[src/rtl/axi_addr_remap_stage_if.sv]
// Single address channel (valid/ready/addr) between remap stage neighbours.
// master drives valid/addr, slave drives ready.
interface axi_addr_remap_stage_if #(
    parameter int unsigned AddrWidth = 32
);
    logic                 valid;
    logic                 ready;
    logic [AddrWidth-1:0] addr;

    modport master (output valid, output addr, input ready);
    modport slave  (input valid, input addr, output ready);
endinterface

[src/rtl/axi_addr_remap_stage.sv]
// Registered AW/AR address-translation stage with a first-match base/mask/offset rule table.
// Optional table-miss counter is built when AXI_REMAP_MISS_CNT_EN is defined.
module axi_addr_remap_stage #(
    parameter int unsigned NumRules     = 4,
    parameter int unsigned SlvAddrWidth = 32,
    parameter int unsigned MstAddrWidth = 32,
    localparam int unsigned IdxWidth    = (NumRules > 1) ? $clog2(NumRules) : 1
) (
    input  logic                        clk,
    input  logic                        rst,
    axi_addr_remap_stage_if.slave       slv_aw,
    axi_addr_remap_stage_if.master      mst_aw,
    axi_addr_remap_stage_if.slave       slv_ar,
    axi_addr_remap_stage_if.master      mst_ar,
    input  logic                        cfg_we,
    input  logic [IdxWidth-1:0]         cfg_idx,
    input  logic                        cfg_en,
    input  logic [SlvAddrWidth-1:0]     cfg_base,
    input  logic [SlvAddrWidth-1:0]     cfg_mask,
    input  logic [MstAddrWidth-1:0]     cfg_offset,
    output logic [15:0]                 miss_cnt
);
    localparam int unsigned MaxWidth =
        (SlvAddrWidth > MstAddrWidth) ? SlvAddrWidth : MstAddrWidth;

    typedef logic [SlvAddrWidth-1:0] slv_addr_t;
    typedef logic [MstAddrWidth-1:0] mst_addr_t;
    typedef enum logic {StEmpty, StFull} state_e;

    // Zero-extend or truncate a slave-side value to master width.
    function automatic mst_addr_t resize(input slv_addr_t a);
        logic [MaxWidth-1:0] wide;
        wide = MaxWidth'(a);
        return wide[MstAddrWidth-1:0];
    endfunction

    logic      rule_en_q   [NumRules];
    slv_addr_t rule_base_q [NumRules];
    slv_addr_t rule_mask_q [NumRules];
    mst_addr_t rule_off_q  [NumRules];

    always_ff @(posedge clk) begin
        if (rst) begin
            for (int i = 0; i < int'(NumRules); i++) begin
                rule_en_q[i]   <= 1'b0;
                rule_base_q[i] <= '0;
                rule_mask_q[i] <= '0;
                rule_off_q[i]  <= '0;
            end
        end else if (cfg_we && (32'(cfg_idx) < NumRules)) begin
            rule_en_q[cfg_idx]   <= cfg_en;
            rule_base_q[cfg_idx] <= cfg_base;
            rule_mask_q[cfg_idx] <= cfg_mask;
            rule_off_q[cfg_idx]  <= cfg_offset;
        end
    end

    logic      aw_hit, ar_hit;
    mst_addr_t aw_xlat, ar_xlat;

    // Walk from the top index down so the lowest-index hit is the final assignment.
    always_comb begin
        aw_hit  = 1'b0;
        ar_hit  = 1'b0;
        aw_xlat = resize(slv_aw.addr);
        ar_xlat = resize(slv_ar.addr);
        for (int i = int'(NumRules) - 1; i >= 0; i--) begin
            if (rule_en_q[i] &&
                ((slv_aw.addr & rule_mask_q[i]) == (rule_base_q[i] & rule_mask_q[i]))) begin
                aw_hit  = 1'b1;
                aw_xlat = (rule_off_q[i] & resize(rule_mask_q[i])) |
                          (resize(slv_aw.addr) & ~resize(rule_mask_q[i]));
            end
            if (rule_en_q[i] &&
                ((slv_ar.addr & rule_mask_q[i]) == (rule_base_q[i] & rule_mask_q[i]))) begin
                ar_hit  = 1'b1;
                ar_xlat = (rule_off_q[i] & resize(rule_mask_q[i])) |
                          (resize(slv_ar.addr) & ~resize(rule_mask_q[i]));
            end
        end
    end

    state_e    aw_state_q, ar_state_q;
    mst_addr_t aw_addr_q, ar_addr_q;
    logic      aw_ready, ar_ready, aw_cap, ar_cap;

    assign aw_ready     = (aw_state_q == StEmpty) || mst_aw.ready;
    assign ar_ready     = (ar_state_q == StEmpty) || mst_ar.ready;
    assign aw_cap       = slv_aw.valid && aw_ready;
    assign ar_cap       = slv_ar.valid && ar_ready;
    assign slv_aw.ready = aw_ready;
    assign slv_ar.ready = ar_ready;
    assign mst_aw.valid = (aw_state_q == StFull);
    assign mst_ar.valid = (ar_state_q == StFull);
    assign mst_aw.addr  = aw_addr_q;
    assign mst_ar.addr  = ar_addr_q;

    always_ff @(posedge clk) begin
        if (rst) begin
            aw_state_q <= StEmpty;
            aw_addr_q  <= '0;
        end else begin
            case (aw_state_q)
                StEmpty: if (slv_aw.valid) begin
                    aw_state_q <= StFull;
                    aw_addr_q  <= aw_xlat;
                end
                StFull: if (mst_aw.ready) begin
                    if (slv_aw.valid) aw_addr_q  <= aw_xlat;
                    else              aw_state_q <= StEmpty;
                end
                default: aw_state_q <= StEmpty;
            endcase
        end
    end

    always_ff @(posedge clk) begin
        if (rst) begin
            ar_state_q <= StEmpty;
            ar_addr_q  <= '0;
        end else begin
            case (ar_state_q)
                StEmpty: if (slv_ar.valid) begin
                    ar_state_q <= StFull;
                    ar_addr_q  <= ar_xlat;
                end
                StFull: if (mst_ar.ready) begin
                    if (slv_ar.valid) ar_addr_q  <= ar_xlat;
                    else              ar_state_q <= StEmpty;
                end
                default: ar_state_q <= StEmpty;
            endcase
        end
    end

`ifdef AXI_REMAP_MISS_CNT_EN
    logic [15:0] miss_cnt_q;
    logic [1:0]  miss_inc;
    logic [16:0] miss_sum;

    assign miss_inc = {1'b0, aw_cap && !aw_hit} + {1'b0, ar_cap && !ar_hit};
    assign miss_sum = {1'b0, miss_cnt_q} + {15'b0, miss_inc};

    always_ff @(posedge clk) begin
        if (rst)              miss_cnt_q <= '0;
        else if (miss_sum[16]) miss_cnt_q <= 16'hFFFF;
        else                  miss_cnt_q <= miss_sum[15:0];
    end

    assign miss_cnt = miss_cnt_q;
`else
    logic unused_hits;
    assign unused_hits = aw_hit ^ ar_hit;
    assign miss_cnt    = '0;
`endif
endmodule

[src/flat_wrapper.sv]
// flat-port wrapper written by rule: the top's interface ports become plain ports
module axi_addr_remap_stage_flat 
#(
    parameter int unsigned NumRules     = 4,
    parameter int unsigned SlvAddrWidth = 32,
    parameter int unsigned MstAddrWidth = 32,
    localparam int unsigned IdxWidth    = (NumRules > 1) ? $clog2(NumRules) : 1
)
  (clk, rst, cfg_we, cfg_idx, cfg_en, cfg_base, cfg_mask, cfg_offset, miss_cnt, slv_aw_valid, slv_aw_addr, slv_aw_ready, mst_aw_valid, mst_aw_addr, mst_aw_ready, slv_ar_valid, slv_ar_addr, slv_ar_ready, mst_ar_valid, mst_ar_addr, mst_ar_ready);
  axi_addr_remap_stage_if #(.AddrWidth(32)) slv_aw_i ();
  axi_addr_remap_stage_if #(.AddrWidth(32)) mst_aw_i ();
  axi_addr_remap_stage_if #(.AddrWidth(32)) slv_ar_i ();
  axi_addr_remap_stage_if #(.AddrWidth(32)) mst_ar_i ();
  input  logic clk;
  input  logic rst;
  input  logic cfg_we;
  input  logic [IdxWidth-1:0] cfg_idx;
  input  logic cfg_en;
  input  logic [SlvAddrWidth-1:0] cfg_base;
  input  logic [SlvAddrWidth-1:0] cfg_mask;
  input  logic [MstAddrWidth-1:0] cfg_offset;
  output logic [15:0] miss_cnt;
  input wire logic [$bits(slv_aw_i.valid)-1:0] slv_aw_valid;
  input wire logic [$bits(slv_aw_i.addr)-1:0] slv_aw_addr;
  output wire logic [$bits(slv_aw_i.ready)-1:0] slv_aw_ready;
  output wire logic [$bits(mst_aw_i.valid)-1:0] mst_aw_valid;
  output wire logic [$bits(mst_aw_i.addr)-1:0] mst_aw_addr;
  input wire logic [$bits(mst_aw_i.ready)-1:0] mst_aw_ready;
  input wire logic [$bits(slv_ar_i.valid)-1:0] slv_ar_valid;
  input wire logic [$bits(slv_ar_i.addr)-1:0] slv_ar_addr;
  output wire logic [$bits(slv_ar_i.ready)-1:0] slv_ar_ready;
  output wire logic [$bits(mst_ar_i.valid)-1:0] mst_ar_valid;
  output wire logic [$bits(mst_ar_i.addr)-1:0] mst_ar_addr;
  input wire logic [$bits(mst_ar_i.ready)-1:0] mst_ar_ready;
  assign slv_aw_i.valid = slv_aw_valid;
  assign slv_aw_i.addr = slv_aw_addr;
  assign slv_aw_ready = slv_aw_i.ready;
  assign mst_aw_valid = mst_aw_i.valid;
  assign mst_aw_addr = mst_aw_i.addr;
  assign mst_aw_i.ready = mst_aw_ready;
  assign slv_ar_i.valid = slv_ar_valid;
  assign slv_ar_i.addr = slv_ar_addr;
  assign slv_ar_ready = slv_ar_i.ready;
  assign mst_ar_valid = mst_ar_i.valid;
  assign mst_ar_addr = mst_ar_i.addr;
  assign mst_ar_i.ready = mst_ar_ready;
  axi_addr_remap_stage #(.NumRules(NumRules), .SlvAddrWidth(SlvAddrWidth), .MstAddrWidth(MstAddrWidth)) u_core (.clk(clk), .rst(rst), .slv_aw(slv_aw_i), .mst_aw(mst_aw_i), .slv_ar(slv_ar_i), .mst_ar(mst_ar_i), .cfg_we(cfg_we), .cfg_idx(cfg_idx), .cfg_en(cfg_en), .cfg_base(cfg_base), .cfg_mask(cfg_mask), .cfg_offset(cfg_offset), .miss_cnt(miss_cnt));
endmodule
[config.mk]
export PLATFORM = sky130hd
export DESIGN_NAME = axi_addr_remap_stage_flat
export DESIGN_NICKNAME = d
export VERILOG_FILES = /design/src/rtl/axi_addr_remap_stage_if.sv /design/src/rtl/axi_addr_remap_stage.sv /design/src/flat_wrapper.sv
export SDC_FILE = /design/constraint.sdc
export NUM_CORES = 1
export LEC_CHECK = 0
export CAP_MARGIN = 40
export CORE_AREA = 2 2 256 258
export CTS_BUF_LIST = sky130_fd_sc_hd__clkbuf_4
export CTS_CLUSTER_SIZE = 10
export DETAILED_ROUTE_END_ITERATION = 10
export DIE_AREA = 0 0 258 260
export GPL_TIMING_DRIVEN = 0
export SYNTH_ARGS = -nofsm -noshare
export SYNTH_HDL_FRONTEND = slang
export SYNTH_SLANG_ARGS = --single-unit
[constraint.sdc]
create_clock -name clk -period 3.45 [get_ports clk]
set_input_delay 0.69 -clock clk [delete_from_list [all_inputs] [get_ports clk]]
set_output_delay 0.69 -clock clk [all_outputs]
set_load 0.005 [all_outputs]
# --- Yosys cells after proc, flatten, opt, wreduce, memory -nomap -nowiden ---
# Memories as Yosys holds them, arrays and structs flattened.
# Index checks and enable logic that the tools add are counted.
word_totals:
  register_bits: 66
  ram_bits: 388
  in_bits: 170
  output_inout_bits: 84
  elab_cells: 107
  memories: 4
memory_table:
  columns: ["name", "words", "word_bits", "read_ports", "rd_ports_with_merged_regs", "write_ports", "line_no", "text"]
  rows:
  - ["u_core.rule_base_q", 4, 32, 4, 0, 4, "axi_addr_remap_stage.sv:38", "slv_addr_t rule_base_q [NumRules];"]
  - ["u_core.rule_mask_q", 4, 32, 4, 0, 4, "axi_addr_remap_stage.sv:39", "slv_addr_t rule_mask_q [NumRules];"]
  - ["u_core.rule_off_q", 4, 32, 4, 0, 4, "axi_addr_remap_stage.sv:40", "mst_addr_t rule_off_q [NumRules];"]
  - ["u_core.rule_en_q", 4, 1, 4, 0, 4, "axi_addr_remap_stage.sv:37", "logic rule_en_q [NumRules];"]
op_classes:
  eq_ne: 10
  muxes: 37
  bitwise_logic: 38
  n_reduce_logical: 14
op_table:
  columns: ["operator", "count"]
  rows:
  - ["32-bit bitwise AND", 24]
  - ["32-bit two-way mux", 15]
  - ["32-bit equality test", 8]
  - ["32-bit bitwise OR", 8]
  - ["32-bit NOT", 4]
  - ["32-bit one-hot mux with 2 select lines", 2]
  - ["32-bit OR reduction", 3]
  - ["1-bit two-way mux", 14]
  - ["1-bit logical AND", 8]
  - ["2-bit two-way mux", 4]
  - ["2-bit inequality test (second input constant)", 2]
  - ["1-bit one-hot mux with 2 select lines", 2]
  - ["1-bit logical OR", 2]
  - ["1-bit NOT", 2]
  - ["1-bit OR reduction", 1]

# --- Depth between registers and ports, before layout ---
# An unclocked memory read counts as a cell.
depth:
  word_depth: 11
  mapped_depth: 12
  ltp_nobuf: 8

# --- Worst setup path before layout ---
# Ideal clock, no wire load.
synth_timing:
  kind: "input to register"
  from: "input cfg_we"
  to: "memory u_core.rule_base_q[0][0] in the netlist's numbering, enable pin"
  setup_ps: 414
  arrival_time_ps: 3073
  t_required_ps: 3036
  path_slack_ps: -38
  path_stages: 5
  path_buffers: 2
  path_cell_list: "nor2b_1 -> clkbuf_1 -> nor3b_1 -> clkbuf_1 -> or2_2"
synth_rtl:
  columns: ["element", "line_no", "text"]
  rows:
  - ["from (decl)", "flat_wrapper.sv:16", "input logic cfg_we;"]
  - ["to (decl)", "axi_addr_remap_stage.sv:38", null]

==> run_results.csv <==
group,metric,value,unit
run_status,status,"finished with violations",
run_status,violations,"setup timing",
final_layout,drive_gt1_frac,0.171,
synthesis,netlist_area,26800,µm²
synthesis,yosysTopAreaCell,"edfxtp_1",
route,drtIter0Drc,4310,
global_routing,antenna_found_initial,13,
clock_tree,cts_hold_buf,0,
route,vias,26600,
placed_design,dp.cells,3675,
floorplan,io_pins,254,
route,avgViaCountPerCell,6.69,
synthesis,ys.flop_type,"edfxtp_1",
clock_tree,path_clk_slew,0.07,ns
critical_path,worstPathRequired,4.14,ns
global_routing,grt_max_degree,46,
critical_path,path_max_fanout,39,
clock_tree,numCtsBuffers,130,
final_layout,final_cells,3977,
route,ant_nets,0,
floorplan,start_util,0.417,
synthesis,synth_edf_count,388,
final_layout,syn2layout_area_growth,24.5,%
floorplan,die_h,260,µm
sta,final-hold-violation-count,0,
synthesis,synth_seq_cells,454,
flow_run,cap_violations,0,
floorplan,die_w,258,µm
final_layout,final_nets,3182,
route,wl,164,mm
floorplan,rows,93,
pwr,powerDensity,454,nW/µm²
global_routing,grt_pass1_wl,214,mm
sta,final-setup-viol-count,105,
clock_tree,cts_buffer_depth,3,
route,post_drt_wl_per_cell,41.2,µm
synthesis,seq_area_frac_synth,0.485,
clock_tree,root_buffer,"clkbuf_4",
placed_design,gp_congestion,1.06,
synthesis,postSynthCellCount,2544,
synthesis,postSynthAreaPerCell,10.5,µm²
global_routing,grt_pass1_vias,25100,
placed_design,pre_cts_ws,-1.79,ns
global_routing,grt_usage,0.480,
sta,finalClockSkew,0.0722,ns
pwr,peakVddDrop,0.284,mV
sta,worstMarginPinSlew,1.02,ns
critical_path,arrival,4.33,ns
final_layout,final_core_util,0.520,
floorplan,die_area,67100,µm²
sta,period_share,1.05,
synthesis,synth_area_leaders,"edfxtp_1 44%, and2_1 9.3%, dfxtp_1 4.9%",
worst_hold_path,hp-class,"in -> reg",
final_layout,final_area,33300,µm²
clock_tree,cts_sinks,454,
synthesis,synth_cell_types,77,
synthesis,synth_top_area_share,0.435,
sta,setup_slack,-0.184,ns
clock_tree,cts_tree,"done",
critical_path,worstSetupPathType,"in -> reg",
sta,fmax,0.275,GHz
floorplan,coreArea,64100,µm²
sta,max_slew_margin,0.318,
placed_design,post_dp_cell_area,30800,µm²
critical_path,start_kind,"primary input",
placed_design,portBuffers,179,
pwr,power,15.1,mW
clock_tree,worstSkewPairLatency,1.07,ns
synthesis,synthArstFlopShare,0,
route,drc,0,
placed_design,hpwlAfterDp,126,mm
critical_path,endpoint_kind,"register",
sta,period_needed,3.63,ns
clock_tree,ctsHtreeMaxLevel,4,
pwr,leakage,12.6,nW
sta,rsz0062_at_grt,"true",
synthesis,yosysWarningCount,0,
global_routing,grt.overflow.total,0,
route,drtPass1Iterations,9,
sta,slew_violations,0,
[timing repair]
action,CTS,global route
gates resized for setup,45,42
endpoints found under the setup margin,179,59
pin swaps,8,7
endpoints found under the hold margin,0,0
setup buffers,50,21
gates cloned,1,0
[cells by family (layout without fill, tap and decap cells)]
family	Yosys count	after routing	synth area share
buffers and inverters	251	802	0.0403
other	1	27	0.000140
DFF	454	454	0.485
AOI/OAI and AO/OA	499	499	0.136
and+or+nand+nor	1057	1058	0.238
xor gates and xnor gates	149	149	0.0488
muxes	133	133	0.0517
[path summary, 6_finish.rpt]
check / startpoint / to / slack (ns) / cells past startpoint
hold reg to reg: u_core.mst_aw.addr[16]$_SDFFE_PP0P_ / u_core.mst_aw.addr[16]$_SDFFE_PP0P_ / 0.47 / 1
hold / removal: slv_aw_valid / u_core.mst_aw.valid$_SDFF_PP0_ / 0.24 / 3
setup reg to reg: u_core.rule_mask_q[2][10]$_SDFFCE_PN0P_ / u_core.mst_aw.addr[23]$_SDFFE_PP0P_ / -0.10 / 12
setup / recovery: rst / u_core.rule_base_q[0][18]$_SDFFCE_PN0P_ / -0.18 / 8
[layer usage]
layer / up-vias / share of wire / routed length, µm / global-route usage
met5: - / 0.00034 / 56 / 0
met4: 8 / 0.083 / 13600 / 0.333
met3: 582 / 0.14 / 22600 / 0.179
met2: 2409 / 0.41 / 66700 / 0.682
met1: 13100 / 0.37 / 61000 / 0.604
li1: 10500 / - / - / -
[sequential cells by signal, summed over array words and instances, names as in the netlist]
name and count:
u_core.rule_en_q 4, u_core.mst_ar.addr 32, u_core.mst_ar.valid 1, u_core.mst_aw.valid 1, u_core.rule_mask_q 128, u_core.rule_off_q 128
u_core.rule_base_q 128, u_core.mst_aw.addr 32
[critical path: stages]
cell             delay, ns
clkdlybuf4s50_1       0.67
nor2b_1               0.20
clkbuf_1              0.20
buf_8                 0.19
nor3b_2               0.58
clkbuf_1              0.75
or2_4                 0.65
buf_16                0.31
[synthesized netlist by cell type, drive strengths merged (17+ instances only)]
master / count
mux2: 41
o21bai: 17
a22oi: 60
mux2i: 92
o211ai: 29
a32o: 23
o21ai: 99
nand2b: 17
and2: 397
clkbuf: 156
nor4: 32
or4: 19
o2111ai: 43
nor3: 29
nand3b: 159
nand4: 55
and3b: 31
buf: 50
xor2: 139
a211oi: 35
inv: 45
a31oi: 24
a21oi: 57
nor2: 56
nand3: 56
nand2: 154
edfxtp: 388
dfxtp: 66
[power breakdown]
part | total, mW | internal, mW | leakage, nW | switching, mW
clock network | 5.28 | 2.53 | 0.952 | 2.76
logic | 2.78 | 1.05 | 7.35 | 1.72
registers | 7.06 | 6.40 | 4.32 | 0.662
[final cells by class]
class                      instances  area (µm²)
inverter                          45         173
tap                              855        1070
antenna                           11        27.5
multi-input combinational       1855       13000
sequential                       454       13000
timing repair buffer             334        3520
clock buffer                     179        1340
clock inverter                    52         293
buffer                           192         922
fill                            5832       30800
[cell usage in the layout, fill, tap and decap left out, drive strengths merged, types with 9 or more instances in the layout]
cell	count
a31o	9
mux2i	92
nand2	154
clkbuf	324
o21ai	99
nand2b	17
a21oi	57
conb	16
a22oi	60
nor3	29
a32o	23
a31oi	24
mux2	41
xnor2	10
and3	10
nor2	56
inv	52
clkinv	39
nor4	32
dfxtp	66
diode	11
a211oi	35
edfxtp	388
and2	397
o2111ai	43
or4	19
buf	201
o21bai	17
and3b	31
nand4	55
o211ai	29
o22ai	11
o21a	10
nand3b	159
nand3	56
o221ai	12
clkdlybuf4s50	179
xor2	139
a21o	15
[metrics by stage]
stage          hold slack (ns)  setup TNS [ns]
5_1_grt                  0.212         -0.0251
2_1_floorplan            0.449               0
4_1_cts                  0.167               0
6_report                 0.245          -10.94
3_5_place_dp             0.454         -529.87
3_3_place_gp             0.454        -2046.35
No activity file was read; power rests on OpenSTA's default activity.
